<file path="src/rtl/sipo_sched.sv">
`default_nettype none
// ============================================================================
//  Module   : sipo_sched
//  Purpose  : Round-robin scheduler sharing one external WIDTH-bit SIPO shift
//             register between two requesters. A granted word is serialised
//             MSB-first into the SIPO. The SIPO parallel output is then
//             captured and returned on a valid/ready response port with the
//             requester id and a readback-match flag.
//  Revision : 1.0 - initial release
// ============================================================================
module sipo_sched #(
  parameter int WIDTH = 23,
  parameter int GAP   = 0
) (
  input  logic             clk,
  input  logic             rst_n,
  input  logic [1:0]       req_valid,
  output logic [1:0]       req_ready,
  input  logic [WIDTH-1:0] req_data0,
  input  logic [WIDTH-1:0] req_data1,
  output logic             sipo_clr,
  output logic             sipo_shift,
  output logic             sipo_din,
  input  logic [WIDTH-1:0] sipo_q,
  output logic             rsp_valid,
  input  logic             rsp_ready,
  output logic             rsp_id,
  output logic [WIDTH-1:0] rsp_data,
  output logic             rsp_match,
  output logic             busy
);

  localparam int CNT_W = $clog2(WIDTH);
  localparam int GAP_W = (GAP < 2) ? 1 : $clog2(GAP);
  localparam logic [CNT_W-1:0] CNT_LOAD = CNT_W'(WIDTH - 1);
  // With GAP==0 the WAIT state is never entered, so the load value is moot.
  localparam logic [GAP_W-1:0] GAP_LOAD = (GAP > 0) ? GAP_W'(GAP - 1) : '0;

  typedef enum logic [2:0] {
    S_IDLE    = 3'd0,
    S_CLEAR   = 3'd1,
    S_SHIFT   = 3'd2,
    S_CAPTURE = 3'd3,
    S_RESP    = 3'd4,
    S_WAIT    = 3'd5
  } state_t;

  state_t           state_q, state_d;
  logic             last_q, last_d;        // id of the most recent grant
  logic [CNT_W-1:0] cnt_q, cnt_d;          // bit index being shifted out
  logic [GAP_W-1:0] gap_q, gap_d;          // remaining idle cycles in WAIT
  logic [WIDTH-1:0] word_q, word_d;        // accepted word
  logic             id_q, id_d;            // accepted requester
  logic [WIDTH-1:0] rsp_data_q, rsp_data_d;
  logic             rsp_id_q, rsp_id_d;
  logic             rsp_match_q, rsp_match_d;
  logic             rsp_valid_q, rsp_valid_d;
  logic             clr_q, clr_d;
  logic             shift_q, shift_d;
  logic             din_q, din_d;

  logic [1:0]       grant;
  logic             accept;

  // Round-robin grant: a lone requester always wins, a tie goes to the one
  // that was not served last.
  always_comb begin
    grant = 2'b00;
    case (req_valid)
      2'b01:   grant = 2'b01;
      2'b10:   grant = 2'b10;
      2'b11:   grant = last_q ? 2'b01 : 2'b10;
      default: grant = 2'b00;
    endcase
  end

  assign req_ready = grant & {2{state_q == S_IDLE}};
  assign accept    = |(req_valid & req_ready);

  // Next-state, datapath and registered-output computation.
  always_comb begin
    state_d     = state_q;
    last_d      = last_q;
    cnt_d       = cnt_q;
    gap_d       = gap_q;
    word_d      = word_q;
    id_d        = id_q;
    rsp_data_d  = rsp_data_q;
    rsp_id_d    = rsp_id_q;
    rsp_match_d = rsp_match_q;

    case (state_q)
      S_IDLE: begin
        if (accept) begin
          word_d  = req_ready[1] ? req_data1 : req_data0;
          id_d    = req_ready[1];
          last_d  = req_ready[1];
          state_d = S_CLEAR;
        end
      end
      S_CLEAR: begin
        cnt_d   = CNT_LOAD;
        state_d = S_SHIFT;
      end
      S_SHIFT: begin
        if (cnt_q == '0) begin
          state_d = S_CAPTURE;
        end else begin
          cnt_d = cnt_q - 1'b1;
        end
      end
      S_CAPTURE: begin
        rsp_data_d  = sipo_q;
        rsp_match_d = (sipo_q == word_q);
        rsp_id_d    = id_q;
        state_d     = S_RESP;
      end
      S_RESP: begin
        if (rsp_ready) begin
          gap_d   = GAP_LOAD;
          state_d = (GAP > 0) ? S_WAIT : S_IDLE;
        end
      end
      S_WAIT: begin
        if (gap_q == '0) begin
          state_d = S_IDLE;
        end else begin
          gap_d = gap_q - 1'b1;
        end
      end
      default: state_d = S_IDLE;
    endcase

    // SIPO controls and rsp_valid are decoded from the next state and
    // registered, so the SIPO sees clean flop outputs.
    clr_d       = (state_d == S_CLEAR);
    shift_d     = (state_d == S_SHIFT);
    din_d       = shift_d & word_q[cnt_d];
    rsp_valid_d = (state_d == S_RESP);
  end

  // State and datapath registers; reset aborts any frame in flight.
  always_ff @(posedge clk or negedge rst_n) begin
    if (!rst_n) begin
      state_q     <= S_IDLE;
      last_q      <= 1'b1;
      cnt_q       <= '0;
      gap_q       <= '0;
      word_q      <= '0;
      id_q        <= 1'b0;
      rsp_data_q  <= '0;
      rsp_id_q    <= 1'b0;
      rsp_match_q <= 1'b0;
      rsp_valid_q <= 1'b0;
      clr_q       <= 1'b0;
      shift_q     <= 1'b0;
      din_q       <= 1'b0;
    end else begin
      state_q     <= state_d;
      last_q      <= last_d;
      cnt_q       <= cnt_d;
      gap_q       <= gap_d;
      word_q      <= word_d;
      id_q        <= id_d;
      rsp_data_q  <= rsp_data_d;
      rsp_id_q    <= rsp_id_d;
      rsp_match_q <= rsp_match_d;
      rsp_valid_q <= rsp_valid_d;
      clr_q       <= clr_d;
      shift_q     <= shift_d;
      din_q       <= din_d;
    end
  end

  assign sipo_clr   = clr_q;
  assign sipo_shift = shift_q;
  assign sipo_din   = din_q;
  assign rsp_valid  = rsp_valid_q;
  assign rsp_id     = rsp_id_q;
  assign rsp_data   = rsp_data_q;
  assign rsp_match  = rsp_match_q;
  assign busy       = (state_q != S_IDLE);

endmodule
`default_nettype wire

</file>
<file path="config.mk">
export PLATFORM = sky130hd
export DESIGN_NAME = sipo_sched
export DESIGN_NICKNAME = d
export VERILOG_FILES = /design/src/rtl/sipo_sched.sv
export SDC_FILE = /design/constraint.sdc
export NUM_CORES = 1
export LEC_CHECK = 0
export ABC_AREA = 0
export BUFFER_PORTS_ARGS = -buffer_cell sky130_fd_sc_hd__buf_2
export CAP_MARGIN = 10
export CORE_UTILIZATION = 54
export CTS_BUF_LIST = sky130_fd_sc_hd__clkbuf_4 sky130_fd_sc_hd__clkbuf_8 sky130_fd_sc_hd__clkbuf_16
export DETAILED_ROUTE_END_ITERATION = 8
export GPL_TIMING_DRIVEN = 0
export PLACE_DENSITY = 0.91
export RECOVER_POWER = 25
export SYNTH_ARGS = -nofsm -noshare
export SYNTH_HDL_FRONTEND = slang
export SYNTH_SLANG_ARGS = --single-unit
export TNS_END_PERCENT = 5
</file>
<file path="constraint.sdc">
create_clock -name clk -period 6.92 [get_ports clk]
set_input_delay 0.692 -clock clk [delete_from_list [all_inputs] [get_ports clk]]
set_output_delay 0.692 -clock clk [all_outputs]
set_load 0.05 [all_outputs]
</file>
### Word-level counts from Yosys, hierarchy flattened

Index checks and enable logic that the tools add are counted.

| word-level totals | value |
|---|---|
| register bits after elaboration | 63 |
| bits in latches | 0 |
| bits in writable memories | 0 |
| bits in read-only memories | 0 |
| input bits | 74 |
| logic and storage cells | 54 |
| memories kept | 0 |

| operators by class | value |
|---|---|
| add/sub/neg operators | 2 |
| $mul | 0 |
| div/mod/pow operators | 0 |
| $lt $le $gt $ge | 1 |
| eq/ne operators | 13 |
| shifts and indexed selects | 0 |
| muxes and demuxes | 15 |
| bitwise logic cells | 3 |
| reduce and logical (&&, ||, !) cells | 7 |

Operators with widths:

| kind | count |
|---|---|
| 23-bit equality test | 1 |
| 23-bit 2-to-1 mux | 1 |
| 3-bit case mux with 6 select lines | 1 |
| 3-bit 2-to-1 mux | 4 |
| 5-bit case mux with 2 select lines | 1 |
| 3-bit by 2-bit equality test with 1-bit output (second input constant) | 3 |
| 3-bit equality test (second input constant) | 3 |
| 3-bit by 1-bit equality test with 1-bit output (second input constant) | 2 |
| 5-bit by 6-bit < comparator with 1-bit output (second input constant) | 1 |
| 2-bit case mux with 3 select lines | 1 |
| 1-bit binary-select mux with 5-bit select | 1 |
| 5-bit zero test | 1 |
| 5-bit 2-to-1 mux | 1 |
| 5-bit by 1-bit subtractor with 5-bit output (second input constant) | 1 |
| 2-bit bitwise AND | 2 |
| 2-bit equality test (second input constant) | 2 |
| 2-bit AND reduction | 2 |
| 3-bit zero test | 1 |
| 1-bit 2-to-1 mux | 3 |
| 3-bit nonzero test | 1 |
| 2-bit by 1-bit equality test with 1-bit output (second input constant) | 1 |
| 2-bit 2-to-1 mux | 1 |
| 2-bit inequality test (second input constant) | 1 |
| 1-bit case mux with 2 select lines | 1 |
| 4 further kinds | 4 |

### Logic depth before layout (Yosys ltp)

| depth | value |
|---|---|
| depth in word-level cells | 9 |
| mapped depth | 11 |

### Worst setup path before layout

No wires, ideal clock.

| timing | value |
|---|---|
| path kind | register -> output |
| start point | reg state_q[0] |
| end point | out req_ready[0] |
| arrival | 1.679 ns |
| required time | 6.228 ns |
| path slack | 4.549 ns |
| stages on the path, launching flop included | 6 |
| buffers on the path | 2 |
| cell sequence | dfrtp_1 -> clkbuf_1 -> nor3_1 -> nand3_1 -> inv_1 -> buf_2 |

| on the way | value |
|---|---|
| longest elaborated chain between the ends | 2 |

RTL lines:

| element | RTL line | source |
|---|---|---|
| start, declared | 48 | `state_t state_q, state_d;` |
| start signal, assigned | 159 | `state_q <= state_d;` |
| 3-bit zero test | 77 | `assign req_ready = grant & {2{state_q == S_IDLE}};` |
| 2-bit bitwise AND | 77 |  |
| end, declared | 18 | `output logic [1:0] req_ready,` |

No other way between the ends.

### Final worst setup path

Same ends and word-level chain as after synthesis.

==> metrics <==
status finished with violations; failing checks max-capacitance violations, max-slew violations; Cell Area, Synth 3150 µm²; die area 6130 µm²; Reg power frac 32.1%; vias in the first global route 2683; Post-Syn Instances 318; CP Capture Type output pin; total gr overflow 0; reg2reg start state_q[0]; first-pass GRT wire length 13100 µm; Setup WS pre-CTS 3.82 ns; clock tree buffer depth 2; Initial DRT Pass Iterations 5; sw power 1.05 mW; final setup vio count 0; Synth Area in Compound Gates 9.23%; Final WS setup 3.35 ns; Final Cycle Share 51.6%; via count 2765; post-synthesis xor/xnor area fraction 6.68%; largest family of logic cells by synthesized area simple AND/OR/NAND/NOR gates; Post-synth EDFFs 0; Clock Pin Slew Worst Setup and Hold Paths 0.06 ns; layout cell share with drive strength beyond 1 35.4%; die height 78.3 µm; Rows 27; Port Buf Inserts 105; Syn Area/Cell 9.89 µm²; # hold bufs at CTS 0; clock power share 13.1%; Core Area 5570 µm²; Ys Warns 0; initial antenna violation count 0; DRC errors left 0; Worst Path Max Fanout 10; synthesized flop and latch total 62; First DRT Iteration DRCs 165; CP startpoint kind flop; Worst Clk Skew 0.00584 ns; Slew HR -11.8%; Routed WL per cell 15.6 µm; GRT Util Overall 28.5%; gp weighted congestion 0.854; via/cell ratio 5.42; CTS-repair resized insts 0; adder-cell area share of the yosys netlist 0.398%; Crit. Startpoint state_q[0]; Die W 78.3 µm; Sink Count 62; max-cap check violation count 2; post-route setup TNS 0 ns; Post-CTS Setup Bufs 0; Hold Path Class flop to flop; CP arrival 2.88 ns; placed cells 496; Distinct cells, synth 45; nets 510; VDD IR-drop max 0.281 mV; sequential element share of the synthesized area 49.4%; syn_nets 393; fraction of power spent switching nets 48.0%; Antenna Nets Post-Route 0; Synth Area in Simple Gates 18.5%; CTS tree built; fin cells 510; final hold vios 0; Period minus WS final 3.57 ns; hold path start id_q; clk_lat worst skew 0.34 ns; critical path class flop to output pin; TritonCTS Buffers 9; Post-Route WL 7970 µm; Root Buffer clkbuf_8; fin. max-slew vios 65; mux share of post-synthesis cell area 12.1%; Gate power share 54.8%; Leak 1.94 nW; DP HPWL 6260 µm; ys async rst share 100%; P&R area growth vs syn 25.3%; Int Power 1.14 mW; Fmax achieved 280 MHz; RSZ-0062 raised after global routing false; Post-synth top flop dfrtp_1; htree depth 3; critical path data required time 6.23 ns; worst-margin pin slew 1.68 ns; I/O Pins 106; Initial Util 56.4%; pin count of the biggest net entering global routing 34; diodes inserted 0; Power Dens Cells 558 nW/µm²
-- area by class of cell --
cell class	count	area [µm²]
inverters	8	30.0
flip-flops and latches	62	1550
clock buffers	13	173
well taps	72	90.1
clock inverters	1	5.00
fillers	440	1630
repair buffers	106	528
multi-input cells	231	1480
plain buffers	17	87.6
-- synthesized netlist by cell type, types with 3 or more instances --
cell / count / area (µm²)
nor2_1: 35 / 131
clkbuf_1: 11 / 41.3
mux2i_1: 10 / 100
a31oi_1: 23 / 144
inv_1: 8 / 30.0
mux2_2: 25 / 282
nand4_1: 3 / 18.8
xnor2_1: 6 / 52.6
nand2_1: 61 / 229
xor2_1: 18 / 158
nand3_1: 5 / 25.0
dfrtp_1: 61 / 1530
buf_2: 4 / 20.0
a22oi_1: 4 / 30.0
nor4_1: 6 / 37.5
-- power by group through the flow --
stage / sequential [mW] / combinational [mW] / clock [mW]
2_1_floorplan: 0.953 / 0.643 / 0
3_5_place_dp: 0.708 / 1.20 / 0
5_1_grt: 0.722 / 1.30 / 0.310
3_3_place_gp: 0.689 / 1.18 / 0
6_report: 0.705 / 1.21 / 0.288
4_1_cts: 0.701 / 1.21 / 0.290
-- path summary, 6_finish.rpt --
kind                                 to  slack (ns)  depth (start not counted)
setup / recovery           req_ready[0]        3.35                          6
hold / removal                     id_q        0.48                          2
setup reg to reg              word_q[3]        4.18                          7
hold reg to reg                    id_q        0.48                          2
max in group asynchronous    word_q[19]        3.94                          2
min in group asynchronous   rsp_data[4]        0.74                          1
-- stage by stage --
step / hold slack, ns / cell area [µm²] / util, % / power [mW]
final: 0.476 / 3940 / 70.7 / 2.20
after global routing: 0.508 / 3940 / 70.7 / 2.33
after CTS: 0.417 / 3960 / 71.0 / 2.20
after detailed placement: 0.465 / 3780 / 67.8 / 1.91
after global placement: 0.453 / 3760 / 67.5 / 1.87
after floorplan: 0.396 / 3150 / - / 1.60
-- state kept, by name, summed over array words and instances (netlist names) --
register and cells:
rsp_id 1, cnt_q 5, sipo_clr 1, state_q 3, last_q 1, id_q 1
sipo_din 1, rsp_match 1, sipo_shift 1, word_q 23, rsp_valid 1, rsp_data 23
-- kinds of logic after synthesis --
kind of cell	after synthesis
fa+ha+maj	1
mux	35
xor+xnor	24
flops	62
simple gates	128
compound gates	43
buf+inv	25
-- per-layer routing --
layer / part of all wire [%] / GRT usage, % / wire [µm] / up-vias
li1: - / - / - / 1336
met1: 44 / 38.9 / 3490 / 1280
met2: 47 / 44.0 / 3770 / 128
met3: 6.3 / 5.81 / 504 / 21
met4: 2.6 / 12.4 / 205 / 0
met5: 0 / 0 / 0 / -
-- worst max-delay path, stage by stage (launching register included) --
cell	delay, ns
dfrtp_1	0.45
clkbuf_1	0.27
nor3_1	0.59
nand3_1	0.42
inv_1	0.26
buf_2	0.25
buf_2	0.29
-- cell usage in the layout, fill, tap and decap left out, types with 3 or more instances in the layout --
cell	instances
a22oi_1	4
clkbuf_8	12
dfrtp_1	61
mux2_2	25
nand3_1	5
xnor2_1	6
nor4_1	6
buf_2	108
inv_1	8
nand2_1	61
mux2i_1	10
nor2_1	35
xor2_1	18
a31oi_1	23
clkbuf_1	13
nand4_1	3
No activity file was read; power rests on OpenSTA's default activity.
